## src/rtl/vga_timing_gen.sv

```systemverilog
// VGA raster timing: pixel-rate divider, h/v counters, zero-skew sync/active, line/frame pulses.
// Optional VGA_GAME_TICK_EN adds frame-derived game-rate ticks on game_tick.
module vga_timing_gen #(
  parameter int unsigned CLK_DIV  = 4,
  parameter int unsigned H_ACTIVE = 640,
  parameter int unsigned H_FP     = 16,
  parameter int unsigned H_SYNC   = 96,
  parameter int unsigned H_BP     = 48,
  parameter int unsigned V_ACTIVE = 480,
  parameter int unsigned V_FP     = 10,
  parameter int unsigned V_SYNC   = 2,
  parameter int unsigned V_BP     = 33,
  parameter int unsigned SYNC_POL = 0,
  parameter int unsigned CW       = 10
) (
  input  logic          i_clk,
  input  logic          rst,
  output logic [CW-1:0] hcount,
  output logic [CW-1:0] vcount,
  output logic          hs,
  output logic          vs,
  output logic          active,
  output logic          pix_en,
  output logic          line_start,
  output logic          frame_start,
  output logic [7:0]    frame_cnt,
  output logic [2:0]    game_tick
);

  localparam int unsigned DW       = 4;
  localparam int unsigned H_TOTAL  = H_ACTIVE + H_FP + H_SYNC + H_BP;
  localparam int unsigned V_TOTAL  = V_ACTIVE + V_FP + V_SYNC + V_BP;
  localparam int unsigned HS_START = H_ACTIVE + H_FP;
  localparam int unsigned HS_END   = HS_START + H_SYNC - 1;
  localparam int unsigned VS_START = V_ACTIVE + V_FP;
  localparam int unsigned VS_END   = VS_START + V_SYNC - 1;
  localparam logic        POL      = 1'(SYNC_POL);

  logic [DW-1:0] div_q, div_d;
  logic [CW-1:0] hcount_q, hcount_d;
  logic [CW-1:0] vcount_q, vcount_d;
  logic          hs_q, hs_d;
  logic          vs_q, vs_d;
  logic          active_q, active_d;
  logic          pix_en_q, pix_en_d;
  logic          line_start_q, line_start_d;
  logic          frame_start_q, frame_start_d;
  logic [7:0]    frame_cnt_q, frame_cnt_d;

  // Counters step on the edge that closes a pix_en cycle; decodes use the next-state values.
  always_comb begin
    div_d         = (div_q == DW'(CLK_DIV - 1)) ? '0 : div_q + DW'(1);
    pix_en_d      = (div_d == DW'(CLK_DIV - 1));
    hcount_d      = hcount_q;
    vcount_d      = vcount_q;
    line_start_d  = 1'b0;
    frame_start_d = 1'b0;
    frame_cnt_d   = frame_cnt_q;
    if (pix_en_q) begin
      if (hcount_q == CW'(H_TOTAL - 1)) begin
        hcount_d     = '0;
        line_start_d = 1'b1;
        if (vcount_q == CW'(V_TOTAL - 1)) begin
          vcount_d      = '0;
          frame_start_d = 1'b1;
          frame_cnt_d   = frame_cnt_q + 8'd1;
        end else begin
          vcount_d = vcount_q + CW'(1);
        end
      end else begin
        hcount_d = hcount_q + CW'(1);
      end
    end
    hs_d     = (32'(hcount_d) >= HS_START && 32'(hcount_d) <= HS_END) ? POL : ~POL;
    vs_d     = (32'(vcount_d) >= VS_START && 32'(vcount_d) <= VS_END) ? POL : ~POL;
    active_d = (32'(hcount_d) < H_ACTIVE) && (32'(vcount_d) < V_ACTIVE);
  end

  always_ff @(posedge i_clk or posedge rst) begin
    if (rst) begin
      div_q         <= '0;
      hcount_q      <= '0;
      vcount_q      <= '0;
      hs_q          <= ~POL;
      vs_q          <= ~POL;
      active_q      <= 1'b1;
      pix_en_q      <= 1'b0;
      line_start_q  <= 1'b0;
      frame_start_q <= 1'b0;
      frame_cnt_q   <= '0;
    end else begin
      div_q         <= div_d;
      hcount_q      <= hcount_d;
      vcount_q      <= vcount_d;
      hs_q          <= hs_d;
      vs_q          <= vs_d;
      active_q      <= active_d;
      pix_en_q      <= pix_en_d;
      line_start_q  <= line_start_d;
      frame_start_q <= frame_start_d;
      frame_cnt_q   <= frame_cnt_d;
    end
  end

  assign hcount      = hcount_q;
  assign vcount      = vcount_q;
  assign hs          = hs_q;
  assign vs          = vs_q;
  assign active      = active_q;
  assign pix_en      = pix_en_q;
  assign line_start  = line_start_q;
  assign frame_start = frame_start_q;
  assign frame_cnt   = frame_cnt_q;

`ifdef VGA_GAME_TICK_EN
  logic [2:0] game_tick_q, game_tick_d;

  // Tick k fires with frame_start when the new frame count is a multiple of 2^(k+1).
  always_comb begin
    game_tick_d = {frame_start_d && (frame_cnt_d[2:0] == 3'd0),
                   frame_start_d && (frame_cnt_d[1:0] == 2'd0),
                   frame_start_d && !frame_cnt_d[0]};
  end

  always_ff @(posedge i_clk or posedge rst) begin
    if (rst) begin
      game_tick_q <= '0;
    end else begin
      game_tick_q <= game_tick_d;
    end
  end

  assign game_tick = game_tick_q;
`else
  assign game_tick = '0;
`endif

endmodule

```

## config.mk

```make
export PLATFORM = sky130hd
export DESIGN_NAME = vga_timing_gen
export DESIGN_NICKNAME = d
export VERILOG_FILES = /design/src/rtl/vga_timing_gen.sv
export SDC_FILE = /design/constraint.sdc
export NUM_CORES = 1
export LEC_CHECK = 0
export CAP_MARGIN = 20
export CORE_AREA = 2 2 81 63
export CTS_CLUSTER_DIAMETER = 50
export DETAILED_ROUTE_END_ITERATION = 16
export DIE_AREA = 0 0 83 65
export GPL_ROUTABILITY_DRIVEN = 0
export PLACE_DENSITY_LB_ADDON = 0.25
export SETUP_SLACK_MARGIN = 0.15
export SKIP_CTS_REPAIR_TIMING = 1
export SLEW_MARGIN = 20
export SYNTH_ARGS = -nofsm -noshare
export SYNTH_HDL_FRONTEND = slang
export SYNTH_SLANG_ARGS = --single-unit
```

## constraint.sdc

```tcl
create_clock -name i_clk -period 7.3 [get_ports i_clk]
set_clock_uncertainty 0.2 [all_clocks]
set_input_delay 1.095 -clock i_clk [delete_from_list [all_inputs] [get_ports i_clk]]
set_output_delay 1.095 -clock i_clk [all_outputs]
set_load 0.01 [all_outputs]
```

Yosys cells after proc, flatten, opt, wreduce, memory -nomap -nowiden:

Index checks and enable logic that the tools add are counted.

* logic and storage cells: 41
* output and inout port bits: 37
* register bits after elaboration: 38

* muxes and demuxes: 13
* equality and inequality tests: 4
* reductions and logical operators: 4
* add/sub/neg operators: 4
* $lt $le $gt $ge: 6

Operator list (number)
* 2-to-1 mux 10 bit: 5
* adder 10 x 1 -> 10 bit (second input constant): 2
* equality test 10 bit (second input constant): 2
* greater-or-equal comparator 10 bit (second input constant): 1
* greater-or-equal comparator 10 x 9 -> 1 bit (second input constant): 1
* less-or-equal comparator 10 bit (second input constant): 1
* less-or-equal comparator 10 x 9 -> 1 bit (second input constant): 1
* less-than comparator 10 bit (second input constant): 1
* less-than comparator 10 x 9 -> 1 bit (second input constant): 1
* adder 8 x 1 -> 8 bit (second input constant): 1
* equality test 4 x 2 -> 1 bit (second input constant): 2
* 2-to-1 mux 1 bit: 7
* adder 4 x 1 -> 4 bit (second input constant): 1
* 2-to-1 mux 4 bit: 1
* logical AND 1 bit: 3
* AND reduction 3 bit: 1

Logic depth before layout (Yosys ltp):

Gate-level depths: netlist (run 1).

* depth in word-level cells: 7
* depth in mapped cells: 10

Worst setup path before layout (run 1):

OpenSTA, ideal clock, no wires.

* path type: reg2reg
* start: register hcount_q[5] (netlist: hcount[5])
* end: register active_q (netlist: active)
* data required time: 7.021 ns
* path slack: 4.800 ns
* stages on the path, launching flop included: 10
* library setup time: 0.079 ns
* arrival time: 2.220 ns
* path buffers: 2
* cells stage by stage: dfrtp_1 -> buf_6 -> or3b_4 -> or3_1 -> buf_6 -> clkinv_8 -> nand4_4 -> xor2_1 -> a311oi_2 -> and4b_1

* longest elaborated chain between the ends: 5
* elaborated cells on any way between the ends: 9

Ends and longest elaborated chain
* start: declaration: line 40 `logic [CW-1:0] hcount_q, hcount_d;`
* start signal: assignment: line 93 `hcount_q <= hcount_d;`
* adder 10 x 1 -> 10 bit or equality test 10 bit (tied branches): line 71, 60
* 2-to-1 mux 10 bit: line 60 `if (hcount_q == CW'(H_TOTAL - 1)) begin`
* 2-to-1 mux 10 bit: line 59 `if (pix_en_q) begin`
* less-than comparator 10 bit or less-than comparator 10 x 9 -> 1 bit (tied branches): line 76 `active_d = (32'(hcount_d) < H_ACTIVE) && (32'(vcount_d) < V_ACTIVE);`
* logical AND 1 bit *: line 76
* named net active_d: line 44 `logic active_q, active_d;`
* end signal: assignment: line 97 `active_q <= active_d;`
* end: declaration: line 44

Mark *: on every way through the listed nets, which the timed path passes. The rest lies on a longest branch.
A chain may end at the register's enable or synchronous reset.

Worst setup path after layout (run 1):

* start: register hcount_q[5] (netlist: hcount[5])
* end: output hcount[5]

RTL lines
* end: declaration: line 18 `output logic [CW-1:0] hcount,`

No word-level cell between the ends.

==> qor.yml, run 1 <==
outcome:
  status: "finished clean"
synthesis:
  synthTopCellsByArea: "dfrtp_1 (43%), xnor2_1 (6.5%), nand2_1 (4.1%)"
  ys.flop_type: "dfrtp_1"
  synth_edf_count: 0
  async_flop_share_pct: 100
  synth_area_leader_cell: "dfrtp_1"
  synth_cells: 204
  seq_area_frac_synth_pct: 47.4
  synth_area_per_cell_um2: 9.88
  yosysWarnings: 0
  synth.top_cell.area_share_pct: 43.5
  synth.distinct_cells: 43
  synth_area_um2: 2020
  synth_seq_cells: 38
finish:
  design_area_um2: 2450
  drive_above_1_share_pct: 6.30
  area_growth_pct: 21.8
  final_nets: 245
  antenna-diode-count: 0
  final_cells: 298
  fillers: 421
setup_path:
  slowest_delay_ns: 0.62
  start_kind: "register"
  arrival_ns: 1.43
  path_cells: "clkdlybuf4s50_1"
  setup.worst_path.end: "hcount[5]"
  worst_setup_path_end_kind: "primary output"
  crit_slowest_cell: "clkdlybuf4s50_1"
  path_max_fanout: 10
  cp.depth: 1
  critPathRequiredTime_ns: 6.00
  startpoint: "hcount[5]$_DFF_PP0_"
  worstReg2RegEnd: "frame_cnt[7]$_DFFE_PP0P_"
  cp.buffers_inverters: 1
  regToRegStartpoint: "hcount[0]$_DFF_PP0_"
  r2r_slack_ns: 4.58
  crit_family: "buffers and inverters"
  crit_type: "register to primary output"
  reg2reg_depth: 8
hold_path:
  min_path_type: "register to register"
sta:
  hold_viol: 0
  setup_viol: 0
  slew_headroom_pct: 55.0
  period_needed_ns: 2.73
  setup_tns_ns: 0
  fmax_mhz: 366
  fin_crit_sh_pct: 37.4
  worst_pin_slew_ns: 0.669
  rsz0062_at_grt: "false"
  drv_slew: 0
  hold_ws_ns: 0.283
floorplan:
  start_util_pct: 42.8
  die_area_um2: 5400
  core_area_um2: 4710
  fp.dieH_um: 65
  rows: 22
  pin_count: 39
  dieWidth_um: 83
detailed_routing:
  avgViaCountPerCell: 5.27
  wire_per_inst_um: 13.9
  wirelength_um: 4130
  drt_iter0_markers: 113
  num_vias: 1569
  dr.pass1.iters: 4
  drc: 0
  ant_nets: 0
clocking:
  cts_tree: "yes"
  cts_buffer_depth: 2
  cts.sinks: 38
  cts_root_buffer: "clkbuf_8"
  htree_levels: 2
  insertion_delay_ns: 0.29
  cts_made_buffers: 5
  path_clk_slew_ns: 0.07
pwr:
  power_uw: 354
  power.leakage_nw: 1.06
  power_density_nw_per_um2: 144
  max-vdd-ir-drop_uv: 112
place:
  hpwl_um: 2890
  dp.cells: 290
  placed_area_um2: 2370
  portBuffers: 35
global_routing:
  first_global_vias: 1454
  grt_max_degree: 39
  antenna_found_initial: 0
  overflow: 0
  grt_pass1_wl_um: 6930
  grt.total_usage_pct: 16.1
run:
  maxCapViolCount: 0
-- cell usage in the layout, fill, tap and decap left out, types with 2 or more instances in the layout --
cell type	instances
nor2_1	12
dfrtp_1	35
xor2_1	5
nand4_1	8
nand2_1	22
nor2b_1	2
clkdlybuf4s50_1	35
nor3_1	5
nand4b_1	2
nand3_1	11
a21oi_1	6
or3_1	2
and4_1	2
conb_1	3
clkbuf_8	5
mux2_2	2
and4b_1	2
clkbuf_1	3
nand3b_1	2
o21ai_0	13
dfstp_2	3
ha_1	6
and3_1	4
xnor2_1	15
inv_1	11
nor4_1	2
o31ai_1	3
nand2b_1	2
-- worst min-delay path by stage --
stage	startpoint	end	slack, ns	depth (start not counted)
6_report	frame_cnt[7]$_DFFE_PP0P_	frame_cnt[7]$_DFFE_PP0P_	0.28	1
4_1_cts	frame_cnt[7]$_DFFE_PP0P_	frame_cnt[7]$_DFFE_PP0P_	0.29	1
5_1_grt	frame_cnt[7]$_DFFE_PP0P_	frame_cnt[7]$_DFFE_PP0P_	0.31	1
3_3_place_gp	frame_cnt[7]$_DFFE_PP0P_	frame_cnt[7]$_DFFE_PP0P_	0.27	1
3_5_place_dp	frame_cnt[7]$_DFFE_PP0P_	frame_cnt[7]$_DFFE_PP0P_	0.28	1
2_1_floorplan	div_q[0]$_DFF_PP0_	div_q[0]$_DFF_PP0_	0.25	1
-- kinds of logic (layout without fill, tap and decap cells) --
logic type / Yosys count / count (layout) / share of synthesized area, %
mux: 3 / 3 / 1.61
flops: 38 / 38 / 47.4
fa+ha+maj: 6 / 6 / 3.72
xor+xnor: 20 / 20 / 8.69
other cells: 1 / 3 / 0.186
buf+inv: 24 / 56 / 6.89
simple gates: 84 / 84 / 23.2
compound gates: 28 / 28 / 8.38
-- per-stage QoR --
step	setup WS, ns	util (%)
finish	4.57	52.2
global route	4.40	52.2
CTS	4.57	52.2
detailed placement	4.59	50.5
global placement	4.69	50.5
floorplan	4.80	-
-- final cells by class --
cell class	instances	area, um^2	share of cell area, %
Sequential cell	38	955	38.9
Timing Repair Buffer	36	358	14.6
Multi-Input combinational cell	144	930	37.9
Inverter	12	57.6	2.34
Clock buffer	8	80.1	3.26
Tap cell	60	75.1	3.06
-- cells in the mapped netlist, drive strengths merged, types with 3 or more instances --
| cell type | n |
|---|---|
| dfrtp | 35 |
| nand2 | 22 |
| xnor2 | 15 |
| o21ai | 13 |
| nor2 | 12 |
| inv | 11 |
| nand3 | 11 |
| buf | 9 |
| nand4 | 9 |
| a21oi | 6 |
| ha | 6 |
| nor3 | 5 |
| xor2 | 5 |
| and3 | 4 |
| clkbuf | 3 |
| dfstp | 3 |
| o31ai | 3 |
-- flip-flops by register name (all words and copies together) (netlist names) --
register and flops:
pix_en 1, div_q 4, hcount 10, vcount 10, line_start 1, frame_start 1
frame_cnt 8, vs 1, hs 1, active 1
-- layer usage --
layer / vias up / track usage (%) / wire [um]
met5: - / 0 / 0
met4: 0 / 5.94 / 49
met3: 7 / 3.57 / 225
met2: 48 / 23.8 / 1720
met1: 741 / 23.3 / 2130
li1: 773 / - / -
-- report_power, final --
| group | leakage, nW | internal (mW) | total, mW | switching, mW |
|---|---|---|---|---|
| Clock | 0.0395 | 0.0679 | 0.138 | 0.0702 |
| Sequential | 0.506 | 0.211 | 0.211 | 0 |
| Combinational | 0.518 | 0.000854 | 0.00553 | 0.00468 |
(Power assumes the default switching activity.)
==> run 2, diff against run 1 <==
==> constraint.sdc (replaced) <==
create_clock -name i_clk -period 2.66 [get_ports i_clk]
set_clock_uncertainty 0.2 [all_clocks]
set_input_delay 0.399 -clock i_clk [delete_from_list [all_inputs] [get_ports i_clk]]
set_output_delay 0.399 -clock i_clk [all_outputs]
set_load 0.01 [all_outputs]
==> run 2 against run 1 <==
Effect of this change: total power grew to 3.4 times the previous value; wire length up 1.6%; non-clock buffer count rose by 10; global-route usage increased by 0.48 points; cell area grew 6.1%; hold slack lost 0.0051 ns; sequential cell count unchanged; critical endpoint is now active$_DFF_PP1_; largest cell class unchanged.
==> qor.yml, run 2 (synthesized netlist as in run 1, its figures left out) <==
outcome:
  status: "finished clean"
clocking:
  htree_levels: 2  # unchanged
  insertion_delay_ns: 0.29  # about the same
  cts_buffer_depth: 2  # unchanged
  cts.sinks: 38  # unchanged
  cts_root_buffer: "clkbuf_8"
  cts_made_buffers: 5  # unchanged
  path_clk_slew_ns: 0.07  # about the same
  cts_tree: "yes"
detailed_routing:
  wirelength_um: 4200  # +1.6%
  met3_length_um: 205  # -8.9%
  top_layer: "met4"
  drt_iter0_markers: 101  # -11%
  dr.pass1.iters: 4  # unchanged
  avgViaCountPerCell: 5.15  # -2.3%
  wire_per_inst_um: 13.6  # -1.7%
  num_vias: 1585  # +1.0%
  ant_nets: 0  # unchanged
  wl_met1_um: 2090  # -2.2%
  route.met2.wl_um: 1850  # +7.3%
  drc: 0  # unchanged
setup_path:
  worstReg2RegEnd: "active$_DFF_PP1_"
  worst_setup_path_end_kind: "register"
  regToRegStartpoint: "hcount[5]$_DFF_PP0_"
  start_kind: "register"
  setup.worst_path.end: "active$_DFF_PP1_"
  critPathRequiredTime_ns: 2.68  # -3.32 ns
  arrival_ns: 2.40  # +0.97 ns
  reg2reg_depth: 7  # -1
  path_max_fanout: 15  # +5
  startpoint: "hcount[5]$_DFF_PP0_"
  crit_type: "register to register"
  r2r_slack_ns: 0.28  # -4.30 ns
finish:
  final_nets: 255  # +4.1%
  design_area_um2: 2600  # +6.1%
  antenna-diode-count: 0  # unchanged
  layout_common_cells: "dfrtp_1 (35), clkdlybuf4s50_1 (35), nand2_1 (22)"
  area_growth_pct: 29.2
  drive_above_1_share_pct: 12.1  # +5.8 points
sta:
  drv_slew: 0  # unchanged
  setup_viol: 0  # unchanged
  setup_tns_ns: 0  # unchanged
  period_needed_ns: 2.38
  fin_crit_sh_pct: 89.6
  rsz0062_at_grt: "false"
  hold_viol: 0  # unchanged
  fmax_mhz: 420
global_routing:
  first_global_vias: 1496  # +2.9%
  grt.total_usage_pct: 16.6  # +0.48 points
  grt_pass1_wl_um: 7130  # +2.8%
  grt_max_degree: 39  # unchanged
  overflow: 0  # unchanged
  antenna_found_initial: 0  # unchanged
place:
  portBuffers: 35  # unchanged
  hpwl_um: 3060  # +6.1%
  placed_area_um2: 2450  # +3.2%
pwr:
  max-vdd-ir-drop_uv: 376  # +240%
  power.leakage_nw: 1.15  # +8.2%
  power_density_nw_per_um2: 458  # +220%
floorplan:
  pin_count: 39  # unchanged
  rows: 22  # unchanged
  fp.dieH_um: 65  # unchanged
  dieWidth_um: 83  # unchanged
  core_area_um2: 4710  # unchanged
  start_util_pct: 42.8  # unchanged
  die_area_um2: 5400  # unchanged
hold_path:
  min_path_type: "register to register"
run:
  maxCapViolCount: 0  # unchanged
[run 2: cell types whose count changed in the layout (fill, tap and decap cells not counted), sizes merged]
| cell | change |
|---|---|
| buf | +10 |
| bufinv | +2 |
| clkbuf | -2 |
[run 2: power by group]
group	switching, mW	internal [mW]	leakage [nW]
registers	0	0.578	0.506
clock network	0.200	0.400	0.0714
logic	0.0126	0.00235	0.573
[run 2: stage by stage]
stage	cells	hold WS [ns]	utilization, %	power, mW	setup WS, ns
after floorplan	206	0.247	-	0.602	0.160
after global placement	300	0.265	52.0	0.605	0.261
after detailed placement	300	0.267	52.0	0.605	0.215
after CTS	308	0.277	55.1	1.20	0.199
after global routing	308	0.301	55.3	1.24	0.156
final	308	0.278	55.3	1.19	0.277
[run 2: area by class of cell]
| class | instances | area [um^2] |
|---|---|---|
| multi-input cells | 144 | 941 |
| fillers | 434 | 2100 |
| flip-flops and latches | 38 | 955 |
| repair buffers | 46 | 433 |
| clock buffers | 6 | 82.6 |
| well taps | 60 | 75.1 |
| inverters | 12 | 57.6 |
| clock inverters | 2 | 60.1 |
[run 2: worst min path at each step]
| stage | from | end | slack, ns | cells after the start |
|---|---|---|---|---|
| 2_1_floorplan | div_q[0]$_DFF_PP0_ | div_q[0]$_DFF_PP0_ | 0.25 | 1 |
| 3_3_place_gp | frame_cnt[7]$_DFFE_PP0P_ | frame_cnt[7]$_DFFE_PP0P_ | 0.27 | 1 |
| 3_5_place_dp | frame_cnt[7]$_DFFE_PP0P_ | frame_cnt[7]$_DFFE_PP0P_ | 0.27 | 1 |
| 4_1_cts | frame_cnt[7]$_DFFE_PP0P_ | frame_cnt[7]$_DFFE_PP0P_ | 0.28 | 1 |
| 5_1_grt | frame_cnt[7]$_DFFE_PP0P_ | frame_cnt[7]$_DFFE_PP0P_ | 0.30 | 1 |
| 6_report | frame_cnt[7]$_DFFE_PP0P_ | frame_cnt[7]$_DFFE_PP0P_ | 0.28 | 1 |
[run 2: critical path: stages (launching register included)]
cell and delay (ns):
dfrtp_1 0.39, or3b_4 0.43, or3_4 0.42, clkinv_8 0.10, nand4_4 0.09, xor2_1 0.18
a311oi_2 0.28, and4b_1 0.22
[run 2: per-layer routing]
layer | up-vias | GRT usage, %
met4 | 0 | 4.71
met3 | 6 | 4.97
met1 | 744 | 24.0
met5 | - | 0
met2 | 47 | 24.2
li1 | 788 | -
